--- config.mk ---
export PLATFORM = sky130hd
export DESIGN_NAME = fma_issue_buffer
export DESIGN_NICKNAME = d
export VERILOG_FILES = /design/src/rtl/fma_issue_buffer.sv
export SDC_FILE = /design/constraint.sdc
export NUM_CORES = 1
export LEC_CHECK = 0
export CAP_MARGIN = 0
export CORE_MARGIN = 4
export CORE_UTILIZATION = 40
export DETAILED_ROUTE_END_ITERATION = 7
export PLACE_DENSITY = 0.58
export SYNTH_ARGS = -nofsm -noshare
export SYNTH_HDL_FRONTEND = slang
export SYNTH_SLANG_ARGS = --single-unit
--- constraint.sdc ---
create_clock -name clk -period 5.4 [get_ports clk]
set_input_delay 1.08 -clock clk [delete_from_list [all_inputs] [get_ports clk]]
set_output_delay 1.08 -clock clk [all_outputs]
set_load 0.01 [all_outputs]
--- src/rtl/fma_issue_buffer.sv ---
// fma_issue_buffer: FIFO-fed, settle-timed, valid/ready wrapper around a combinational FP32 FMA core (optional result flags via FMA_RESULT_FLAGS_EN)
module fma_issue_buffer #(
  parameter int DEPTH  = 4,
  parameter int SETTLE = 2
) (
  input  logic                     clk,
  input  logic                     rst,
  input  logic                     in_valid,
  output logic                     in_ready,
  input  logic [31:0]              in_a,
  input  logic [31:0]              in_b,
  input  logic [31:0]              in_c,
  output logic [31:0]              fma_a,
  output logic [31:0]              fma_b,
  output logic [31:0]              fma_c,
  input  logic [31:0]              fma_d,
  output logic                     out_valid,
  input  logic                     out_ready,
  output logic [31:0]              out_d,
`ifdef FMA_RESULT_FLAGS_EN
  output logic [3:0]               out_flags,
`endif
  output logic [$clog2(DEPTH):0]   count
);
  localparam int AW = $clog2(DEPTH);
  localparam int SW = $clog2(SETTLE + 1);
  typedef enum logic [1:0] {IDLE, SETTLE_WAIT, HOLD} state_t;
  state_t        state;
  logic [95:0]   mem [DEPTH];
  logic [AW-1:0] wptr, rptr;
  logic [SW-1:0] cnt;
  logic          push, pop;
  assign in_ready = count < (AW + 1)'(DEPTH);
  assign push     = in_valid && in_ready;
  // Pop only from entries already registered, so a fresh push is never issued in its own cycle
  assign pop      = (count != '0) && (state == IDLE || (state == HOLD && out_ready));
  // Operand storage; contents need no reset because count gates every read
  always_ff @(posedge clk)
    if (push) mem[wptr] <= {in_a, in_b, in_c};
  // Pointers and occupancy
  always_ff @(posedge clk) begin
    if (rst) begin
      wptr  <= '0;
      rptr  <= '0;
      count <= '0;
    end else begin
      if (push) wptr <= wptr + 1'b1;
      if (pop) rptr <= rptr + 1'b1;
      count <= count + (AW + 1)'(push) - (AW + 1)'(pop);
    end
  end
  // Issue, settle and result handshake; operands change only on pop so the core never sees a mixed triple
  always_ff @(posedge clk) begin
    if (rst) begin
      state     <= IDLE;
      cnt       <= '0;
      fma_a     <= '0;
      fma_b     <= '0;
      fma_c     <= '0;
      out_d     <= '0;
      out_valid <= 1'b0;
`ifdef FMA_RESULT_FLAGS_EN
      out_flags <= '0;
`endif
    end else begin
      if (pop) begin
        {fma_a, fma_b, fma_c} <= mem[rptr];
        cnt <= SW'(SETTLE - 1);
      end
      case (state)
        IDLE: if (pop) state <= SETTLE_WAIT;
        SETTLE_WAIT:
          if (cnt == '0) begin
            out_d     <= fma_d;
            out_valid <= 1'b1;
            state     <= HOLD;
`ifdef FMA_RESULT_FLAGS_EN
            out_flags <= {fma_d[30:23] == 8'hFF && fma_d[22:0] != '0,
                          fma_d[30:23] == 8'hFF && fma_d[22:0] == '0,
                          fma_d[30:0] == '0,
                          fma_d[30:23] == 8'h00 && fma_d[22:0] != '0};
`endif
          end else cnt <= cnt - 1'b1;
        HOLD:
          if (out_ready) begin
            out_valid <= 1'b0;
            state     <= pop ? SETTLE_WAIT : IDLE;
          end
        default: state <= IDLE;
      endcase
    end
  end
endmodule

==> metrics.csv, run 1 <==
metric;value;unit
run status;finished clean;
Setup CP Type;in -> reg;
Inserted Clock Buffers;55;
Pint;9.00;mW
Logic pwr share;28.6;%
endpoints failing hold;0;
largest stage delay on the critical path;0.58;ns
nature of the critical path startpoint;input pin;
Switching Share;30.9;%
Post-Route WL;48300;µm
io pins;265;
post-synth top area share;58.7;%
sequential share of power;42.5;%
post-route ant nets;0;
FFs w/ async S/R, synth;0;%
critical hold path startpoint;out_d[21];
Max clock buf depth;3;
buffers added on ports;264;
Nets;1537;
FILL cells;3989;
Peak Freq;314;MHz
GRT Total Usage;18.0;%
Worst R2R Start;count[1];
Avg Cell Area, Syn;16.8;µm²
top area cells in the synthesized netlist;edfxtp_1, dfxtp_1, mux4_2, o31ai_1, a21oi_1;
placed cell count;1997;
WL/cell;22.9;µm
CTS Hold Bufs;0;
Iter 0 DRT Violations;866;
Worst IR Drop VDD;246;µV
PwrDens;528;nW/µm²
H-tree depth;2;
Worst Tran Pin Value;1.14;ns
Final Setup Violations;0;
Post-Synthesis Cells;1171;
FF+latch area;14300;µm²
P&R area growth vs syn;25.6;%
Final min period;3.18;ns
Clock power frac;29.0;%
count leader, synth;edfxtp_1;
number of core rows;80;
Worst Path Arrival;3.70;ns
clk_lat worst skew;0.61;ns
Post-Layout Cell Count;2103;
DR DRC count;0;
CTS clk-pin slew, worst paths;0.06;ns
routed vias;11529;
final critical-path share of the clock period;59.0;%
Multi-input gate area;4780;µm²
maxcap violations;0;
TNS Setup;0;ns
sequential share of the synthesized area;73.0;%
gpl congestion;0.741;
crit path from;out_ready;
delay-heaviest family, CP;simple AND/OR/NAND/NOR gates;
Root Buffer;clkbuf_16;
critical path data required time;5.92;ns
DP Wirelength;27300;µm
Hold Crit Class;reg -> reg;
grt ovf;0;
Synth Flop Type;edfxtp_1;
Synth Net Count;1310;
largest net degree at the start of global routing;85;
hold slack;0.453;ns
Synth area leader;edfxtp_1;
CP Cell Sequence;clkdlybuf4s50_1, nand2b_4, nand3_2, inv_2, ha_1, inv_1, ha_1, inv_1, fa_1, xor2_1, and2_1, nor3_1;
Pre-antenna DRT Iters;5;
Via density;5.48;
cell area after synthesis;19600;µm²
RSZ-0062 raised after global routing;false;
Lkg Pwr;8.01;nW
Power Total;13.0;mW
die extent in x;230;µm
initial antenna violation count;7;
Post-DP Area;22800;µm²
Switch Pwr;4.02;mW
total die area;52700;µm²
Clock Skew;0.0252;ns
Max-slew headroom;23.7;%
CTS resizes;0;
TritonCTS Sinks;524;
die height;230;µm
CTS tree;built;
initial core utilization;40.8;%
final cell area excluding filler cells;24700;µm²
# Post-CTS Setup Buffers;0;
Ys Warns;0;
vias in the first global route;11569;
post-synthesis cell type count;36;
global-route wire length before repair;73200;µm
Final Max Tran Viols;0;
share of post-route cells with drive strength above 1;15.0;%
crit path max-delay cell type;clkdlybuf4s50_1;
CP bufs+invs;4;
Seq cells post-synth;524;
Core ar.;48100;µm²
Post-synth EDFFs;384;
Synth top cells by count;edfxtp_1, dfxtp_1, a21oi_1, nand4_1, o31ai_1;
CP endpoint kind;flop;
maximum fanout along the worst path;32;
[placed cells by master, fill, tap and decap left out, types with 2 or more instances in the layout]
cell type and n:
ha_1 6, clkinv_8 2, dfxtp_4 3, edfxtp_1 384
buf_4 11, and2_4 4, dfxtp_1 137, diode_2 2
nor2_1 6, clkbuf_2 2, clkinv_1 4, clkbuf_1 13
mux4_2 96, o31ai_1 97, clkinv_2 9, bufinv_16 3
clkbuf_8 11, a21oi_1 133, inv_4 2, nand4_1 97
nand2_1 64, inv_1 8, nor2b_1 4, buf_12 6
clkbuf_16 56, clkdlybuf4s50_1 263, nand3b_1 2
[area by class of cell]
type                    count  area share [%]
diodes                      2          0.0203
clock buffers              82            6.53
clock inverters            22           0.923
inverters                  10           0.162
multi-input cells         527            19.4
flip-flops and latches    524            58.2
well taps                 656            3.33
repair buffers            280            11.5
[state kept, by name (all words and copies together) (netlist names)]
| register | flops |
|---|---|
| fma_b | 32 |
| cnt | 2 |
| count | 3 |
| fma_c | 32 |
| out_d | 32 |
| wptr | 2 |
| out_valid | 1 |
| fma_a | 32 |
| state | 2 |
| mem | 384 |
| rptr | 2 |
[per-layer routing]
| layer | GRT usage [%] | wire length, µm |
|---|---|---|
| met4 | 4.89 | 1030 |
| met1 | 25.2 | 21500 |
| met5 | 0 | 66 |
| met3 | 4.63 | 3310 |
| met2 | 28.2 | 22300 |
[power groups by stage]
stage	Sequential, mW	Combinational [mW]	Clock, mW
after floorplan	5.58	2.14	0
after global placement	5.60	3.76	0
after detailed placement	5.62	3.77	0
after CTS	5.54	3.79	3.87
after global routing	5.61	4.02	4.04
final	5.53	3.72	3.77
[worst min-delay path, stage by stage (launching register included)]
cell and delay [ns]:
dfxtp_1 0.31, nand2_1 0.05, a21oi_1 0.05
[per-stage QoR]
stage | utilization [%] | setup WS [ns]
floorplan | - | 1.25
global placement | 47.4 | 1.64
detailed placement | 47.4 | 1.61
CTS | 51.2 | 2.24
global route | 51.2 | 2.05
finish | 51.2 | 2.22
[logic make-up (layout without fill, tap and decap cells)]
family,Yosys count,count (layout),share of synthesized area (%)
other,0,2,0
muxes,98,98,11.1
buffers and inverters,120,394,2.87
AOI/OAI and AO/OA,233,233,7.25
DFF,524,524,73.0
adders and majority gates,7,7,0.484
and+or+nand+nor,187,187,5.18
xor gates and xnor gates,2,2,0.0892
[worst paths after layout]
kind | end | slack [ns] | cells after the start
max | count[2] | 2.22 | 12
min | out_d[21] | 0.45 | 2
max reg2reg | count[2] | 2.68 | 11
min reg2reg | out_d[21] | 0.45 | 2
(Power assumes the default switching activity.)
==> run 2, diff against run 1 <==
clock period = 3 ns   (was 5.4 ns; I/O delays follow)
==> run 2 against run 1 <==
  * Combinational power increased by 90%
  * Total power increased by 78%
  * Worst hold slack about the same
  * Clock skew decreased by 0.011 ns
  * Sequential share of layout area decreased by 0.39 points
  * Worst setup slack got worse by 1.6 ns
  * Global-route usage about the same
==> metrics.csv, run 2 (same netlist as run 1, synthesis figures left out) <==
metric;value;unit;change
Iter 0 DRT Violations;757;;-13%
Post-DP Area;23100;µm²;+1.4%
Peak Freq;413;MHz;
Pint;16.0;mW;+78%
total die area;52700;µm²;unchanged
WL/cell;22.8;µm;-0.47%
Inserted Clock Buffers;53;;-3.6%
Worst R2R Start;count[1];;
Logic pwr share;30.4;%;+1.8 points
Post-Route WL;48400;µm;+0.24%
share of post-route cells with drive strength above 1;16.0;%;+1.0 points
PwrDens;934;nW/µm²;+77%
H-tree depth;2;;unchanged
Switching Share;31.0;%;+0.13 points
buffers added on ports;264;;unchanged
initial core utilization;40.8;%;unchanged
Worst IR Drop VDD;602;µV;+140%
grt ovf;0;;unchanged
clk_lat worst skew;0.59;ns;-0.02 ns
Max clock buf depth;3;;unchanged
endpoints failing hold;0;;unchanged
gpl congestion;0.755;;+1.9%
maxcap violations;0;;unchanged
CP Cell Sequence;or3_4, buf_4, buf_4, nand4_1, a21oi_1;;
most common cell after layout, fill and taps aside;edfxtp_1;;
sequential share of power;42.4;%;about the same
Nets;1553;;+1.0%
Critical Path Most Common Cell;buf_4;;
CP endpoint kind;flop;;
TNS Setup;0;ns;unchanged
die height;230;µm;unchanged
most frequent cells in the layout;edfxtp_1, clkdlybuf4s50_1, dfxtp_1;;
final cell area excluding filler cells;24800;µm²;+0.68%
CTS Hold Bufs;0;;unchanged
vias in the first global route;11840;;+2.3%
DR DRC count;0;;unchanged
run status;finished clean;;
final critical-path share of the clock period;80.7;%;
TritonCTS Sinks;524;;unchanged
Final Setup Violations;0;;unchanged
crit path max-delay cell type;buf_4;;
Clock Skew;0.0147;ns;-0.0105 ns
maximum fanout along the worst path;53;;+66%
initial antenna violation count;6;;-1
# Post-CTS Setup Buffers;0;;unchanged
Top reg by flops;mem;;
routing usage on met2;29.5;%;+1.3 points
M1 GR Usage;24.2;%;-1.0 points
io pins;265;;unchanged
critical hold path startpoint;out_d[25];;
CTS clk-pin slew, worst paths;0.06;ns;about the same
Final min period;2.42;ns;
crit path from;count[1];;
Core ar.;48100;µm²;unchanged
Setup WS post-layout;0.579;ns;-1.64 ns
Via density;5.42;;-1.1%
GRT Total Usage;18.0;%;about the same
Switch Pwr;7.19;mW;+79%
critical path data required time;3.52;ns;-2.40 ns
Clock power frac;27.2;%;-1.8 points
global-route wire length before repair;73400;µm;+0.25%
Final Max Tran Viols;0;;unchanged
Worst Path Arrival;2.94;ns;-0.76 ns
number of core rows;80;;unchanged
Root Buffer;clkbuf_16;;
max reg flops;384;;unchanged
nature of the critical path startpoint;flop;;
Hold Crit Class;reg -> reg;;
worst slack at placement;0.168;ns;-1.44 ns
CTS tree;built;;
post-route ant nets;0;;unchanged
P&R area growth vs syn;26.5;%;
routed vias;11481;;-0.42%
Worst Tran Pin Value;1.06;ns;-0.0836 ns
Setup CP Type;reg -> reg;;
RSZ-0062 raised after global routing;false;;
die extent in x;230;µm;unchanged
met3 Usage GRT;4.51;%;-0.12 points
Max-slew headroom;29.3;%;+5.6 points
DP Wirelength;28000;µm;+2.6%
Pre-antenna DRT Iters;5;;unchanged
largest stage delay on the critical path;0.63;ns;+0.05 ns
GR peak layer;met2;;
largest net degree at the start of global routing;98;;+15%
CTS resizes;0;;unchanged
Lkg Pwr;8.09;nW;+1.0%
run 2: cell count changes in the layout (fill, tap and decap cells not counted), sizes merged:
| cell | before | now |
|---|---|---|
| clkbuf | 82 | 78 |
| bufinv | 3 | 0 |
| diode | 2 | 4 |
| clkinv | 15 | 18 |
| inv | 13 | 12 |
| buf | 17 | 35 |
run 2: path summary, 6_finish.rpt:
| kind | endpoint | slack, ns | cells after the start |
|---|---|---|---|
| worst max-delay path | fma_c[25] | 0.58 | 5 |
| worst min-delay path | out_d[25] | 0.45 | 2 |
| worst max register to register | fma_c[25] | 0.58 | 5 |
| worst min register to register | out_d[25] | 0.45 | 2 |
run 2: cell type report:
class / instances / area (µm²)
Multi-Input combinational cell: 527 / 4780
Tap cell: 656 / 821
Fill cell: 4018 / 23300
Timing Repair Buffer: 298 / 3160
Inverter: 10 / 40.0
Sequential cell: 524 / 14300
Antenna cell: 4 / 10.0
Clock buffer: 78 / 1570
Clock inverter: 21 / 111
run 2: through the flow:
stage	total power [mW]	utilization, %	std cells	hold WS, ns
floorplan	13.9	-	1171	0.466
global placement	17.0	48.1	2015	0.443
detailed placement	17.1	48.1	2015	0.447
CTS	23.5	51.6	2114	0.455
global route	24.3	51.6	2115	0.469
finish	23.2	51.6	2118	0.453
run 2: critical path: cells and delay by family (launching register included):
family                 cells  cell delay (ns)
AOI/OAI and AO/OA          1             0.17
buffers and inverters      2             1.24
DFF                        1             0.49
and+or+nand+nor            2             0.41
run 2: routing by layer:
| metal | wire [µm] | up-vias |
|---|---|---|
| met5 | 41 | - |
| met4 | 776 | 6 |
| met3 | 3250 | 61 |
| met2 | 23300 | 365 |
| met1 | 21000 | 5851 |
| li1 | - | 5198 |
run 2: power groups by stage:
stage / Sequential [mW] / Clock [mW] / Combinational [mW]
final: 9.82 / 6.32 / 7.05
after global routing: 9.97 / 6.76 / 7.60
after CTS: 9.85 / 6.48 / 7.14
after detailed placement: 9.99 / 0 / 7.11
after global placement: 9.96 / 0 / 7.09
after floorplan: 10.0 / 0 / 3.86
==> run 3, diff against run 2 <==
PLACE_DENSITY = 0.61   (was 0.58)
clock period = 2.04 ns   (was 3 ns; I/O delays follow)
==> run 3 against run 2 <==
  * The flow now finishes with violations (setup timing)
  * Core utilization rose by 0.63 points
  * Routed wire length rose by 1.1%
  * Die area did not move
  * Combinational power rose by 55%
  * Via count rose by 1.9%
  * Final cell count rose by 1.2%
  * Register-to-register slack got worse by 0.64 ns
  * Worst hold slack got worse by 0.19 ns
  * Sequential power rose by 46%
  * Highest routed layer unchanged
==> metrics.csv, run 3 (same netlist as run 1, synthesis figures left out) <==
metric;value;unit;change
critical hold path startpoint;rst;;
sequential share of power;41.2;%;-1.2 points
Post-Route WL;48900;µm;+1.1%
Switching Share;30.9;%;-0.13 points
final critical-path share of the clock period;103;%;+22 points
die extent in x;230;µm;unchanged
clk_lat worst skew;0.59;ns;about the same
Nets;1582;;+1.9%
Worst Path Arrival;2.61;ns;-0.33 ns
Root Buffer;clkbuf_16;;
hold depth;2;;unchanged
Worst Tran Pin Value;0.598;ns;-0.462 ns
critical path data required time;2.55;ns;-0.97 ns
Clock Skew;0.0203;ns;+0.00566 ns
Pre-antenna DRT Iters;5;;unchanged
Pint;24.0;mW;+50%
worst hold endpoint;wptr[0];;
Peak Freq;475;MHz;+15%
Worst IR Drop VDD;808;µV;+34%
initial antenna violation count;3;;-3
endpoints failing hold;0;;unchanged
PwrDens;1380;nW/µm²;+48%
Final Max Tran Viols;0;;unchanged
number of diodes;0;;-4
TritonCTS Sinks;524;;unchanged
grt ovf;0;;unchanged
Switch Pwr;10.7;mW;+49%
gpl congestion;0.743;;-1.6%
largest net degree at the start of global routing;99;;+1.0%
Lkg Pwr;8.25;nW;+2.0%
vias in the first global route;11990;;+1.3%
P&R area growth vs syn;28.0;%;
Core ar.;48100;µm²;unchanged
CP endpoint kind;flop;;
die height;230;µm;unchanged
CTS clk-pin slew, worst paths;0.06;ns;about the same
share of post-route cells with drive strength above 1;17.7;%;+1.6 points
failing checks;setup timing;;
Worst Reg-to-Reg Cells;11;;+6
DP Wirelength;28700;µm;+2.6%
Logic pwr share;31.5;%;+1.1 points
CTS tree;built;;
Clock power frac;27.4;%;+0.2 points
most frequent cells in the layout;edfxtp_1, clkdlybuf4s50_1, dfxtp_1;;
Setup CP Type;reg -> reg;;
maxcap violations;0;;unchanged
io pins;265;;unchanged
worst slack at placement;-0.399;ns;-0.567 ns
largest stage delay on the critical path;0.41;ns;-0.22 ns
number of core rows;80;;unchanged
Final Setup Violations;1;;+1
most common cell after layout, fill and taps aside;edfxtp_1;;
Top reg by flops;mem;;
Iter 0 DRT Violations;814;;+7.5%
Final min period;2.10;ns;-0.317 ns
Max clock buf depth;3;;unchanged
CP Cell Sequence;or3_4, nand3_4, inv_4, ha_4, inv_4, ha_4, inv_2, fa_2, xor2_2, and2_1, nor3_1;;
initial core utilization;40.8;%;unchanged
Inserted Clock Buffers;55;;+3.8%
Hold Crit Class;in -> reg;;
TNS Setup;-0.0643;ns;-0.0643 ns
crit path max-delay cell type;or3_4;;
hold slack;0.259;ns;-0.195 ns
FILL cells;3966;;-1.3%
post-route ant nets;0;;unchanged
routed vias;11704;;+1.9%
max reg flops;384;;unchanged
buffers added on ports;264;;unchanged
Setup WS post-layout;-0.0643;ns;-0.643 ns
Reg-to-Reg End;count[2];;
nature of the critical path startpoint;flop;;
flop2flop setup slack;-0.06;ns;-0.64 ns
Max-slew headroom;60.1;%;+31 points
DR DRC count;0;;unchanged
total die area;52700;µm²;unchanged
GRT Total Usage;18.3;%;+0.36 points
WL/cell;22.8;µm;-0.15%
Worst R2R Start;count[0];;
RSZ-0062 raised after global routing;true;;
global-route wire length before repair;74500;µm;+1.6%
run status;finished, violations left;;
maximum fanout along the worst path;2;;-96%
H-tree depth;2;;unchanged
Via density;5.46;;+0.71%
==> run 3: cell types whose count changed in the layout (fill, tap and decap cells not counted), moves of 3 or more <==
cell | previous run | this run
clkinv_1 | 1 | 12
clkbuf_8 | 5 | 2
clkbuf_4 | 3 | 0
diode_2 | 4 | 0
clkinv_2 | 17 | 14
buf_4 | 14 | 38
dlygate4sd2_1 | 0 | 6
clkdlybuf4s50_1 | 263 | 257
bufinv_16 | 0 | 4
==> run 3: worst max-delay path, delay by kind of cell (launching register included) <==
family | cells | cell delay [ns]
adder cells (fa/ha/maj) | 3 | 0.66
buffers and inverters | 3 | 0.12
AND/OR/NAND/NOR | 4 | 0.76
flip-flops | 1 | 0.32
XOR/XNOR | 1 | 0.16
==> run 3: cell type report <==
| cell class | instances | area (µm²) | share of cell area (%) |
|---|---|---|---|
| tap | 656 | 821 | 3.27 |
| multi-input combinational | 527 | 4820 | 19.2 |
| clock inverter | 35 | 275 | 1.10 |
| clock buffer | 67 | 1440 | 5.73 |
| inverter | 10 | 45.0 | 0.179 |
| timing repair buffer | 325 | 3380 | 13.5 |
| sequential | 524 | 14400 | 57.1 |
==> run 3: timing repair <==
| item | 4_1_cts | 5_1_grt |
|---|---|---|
| hold buffers | 0 | 0 |
| gates cloned | 0 | 0 |
| buffers inserted | 1 | 0 |
| pin swaps | 4 | 1 |
| resized for setup | 6 | 3 |
| setup endpoints to repair | 7 | 6 |
==> run 3: power groups by stage <==
| stage | logic (mW) | clock network (mW) | registers [mW] |
|---|---|---|---|
| final | 10.9 | 9.50 | 14.3 |
| after CTS | 11.1 | 9.78 | 14.3 |
| after floorplan | 5.77 | 0 | 14.7 |
| after detailed placement | 11.1 | 0 | 14.5 |
| after global placement | 11.0 | 0 | 14.5 |
| after global routing | 11.8 | 10.2 | 14.5 |
==> run 3: stage by stage <==
stage	instances	cell area, µm²	util [%]	power [mW]
floorplan	1171	19700	-	20.5
global placement	2042	23400	48.6	25.4
detailed placement	2042	23400	48.6	25.6
CTS	2145	25100	52.2	35.2
global route	2144	25100	52.2	36.5
finish	2144	25100	52.2	34.7
==> run 3: metal layers <==
layer	vias up	part of all wire, %	global-route usage, %
li1	5249	-	-
met1	5996	41	24.4
met2	376	49	30.3
met3	77	6.6	4.01
met4	6	2.6	5.78
met5	-	0.084	0
==> run 3: how the worst max path moves through the flow <==
stage	endpoint	depth (start not counted)	start	slack, ns
final	count[2]	11	count[0]	-0.06
after CTS	count[2]	11	count[1]	-0.06
after detailed placement	count[2]	12	out_ready	-0.40
after global routing	count[2]	11	count[1]	-0.12
after floorplan	mem[0][0]	3	in_valid	-0.38
after global placement	count[2]	11	in_valid	-0.38
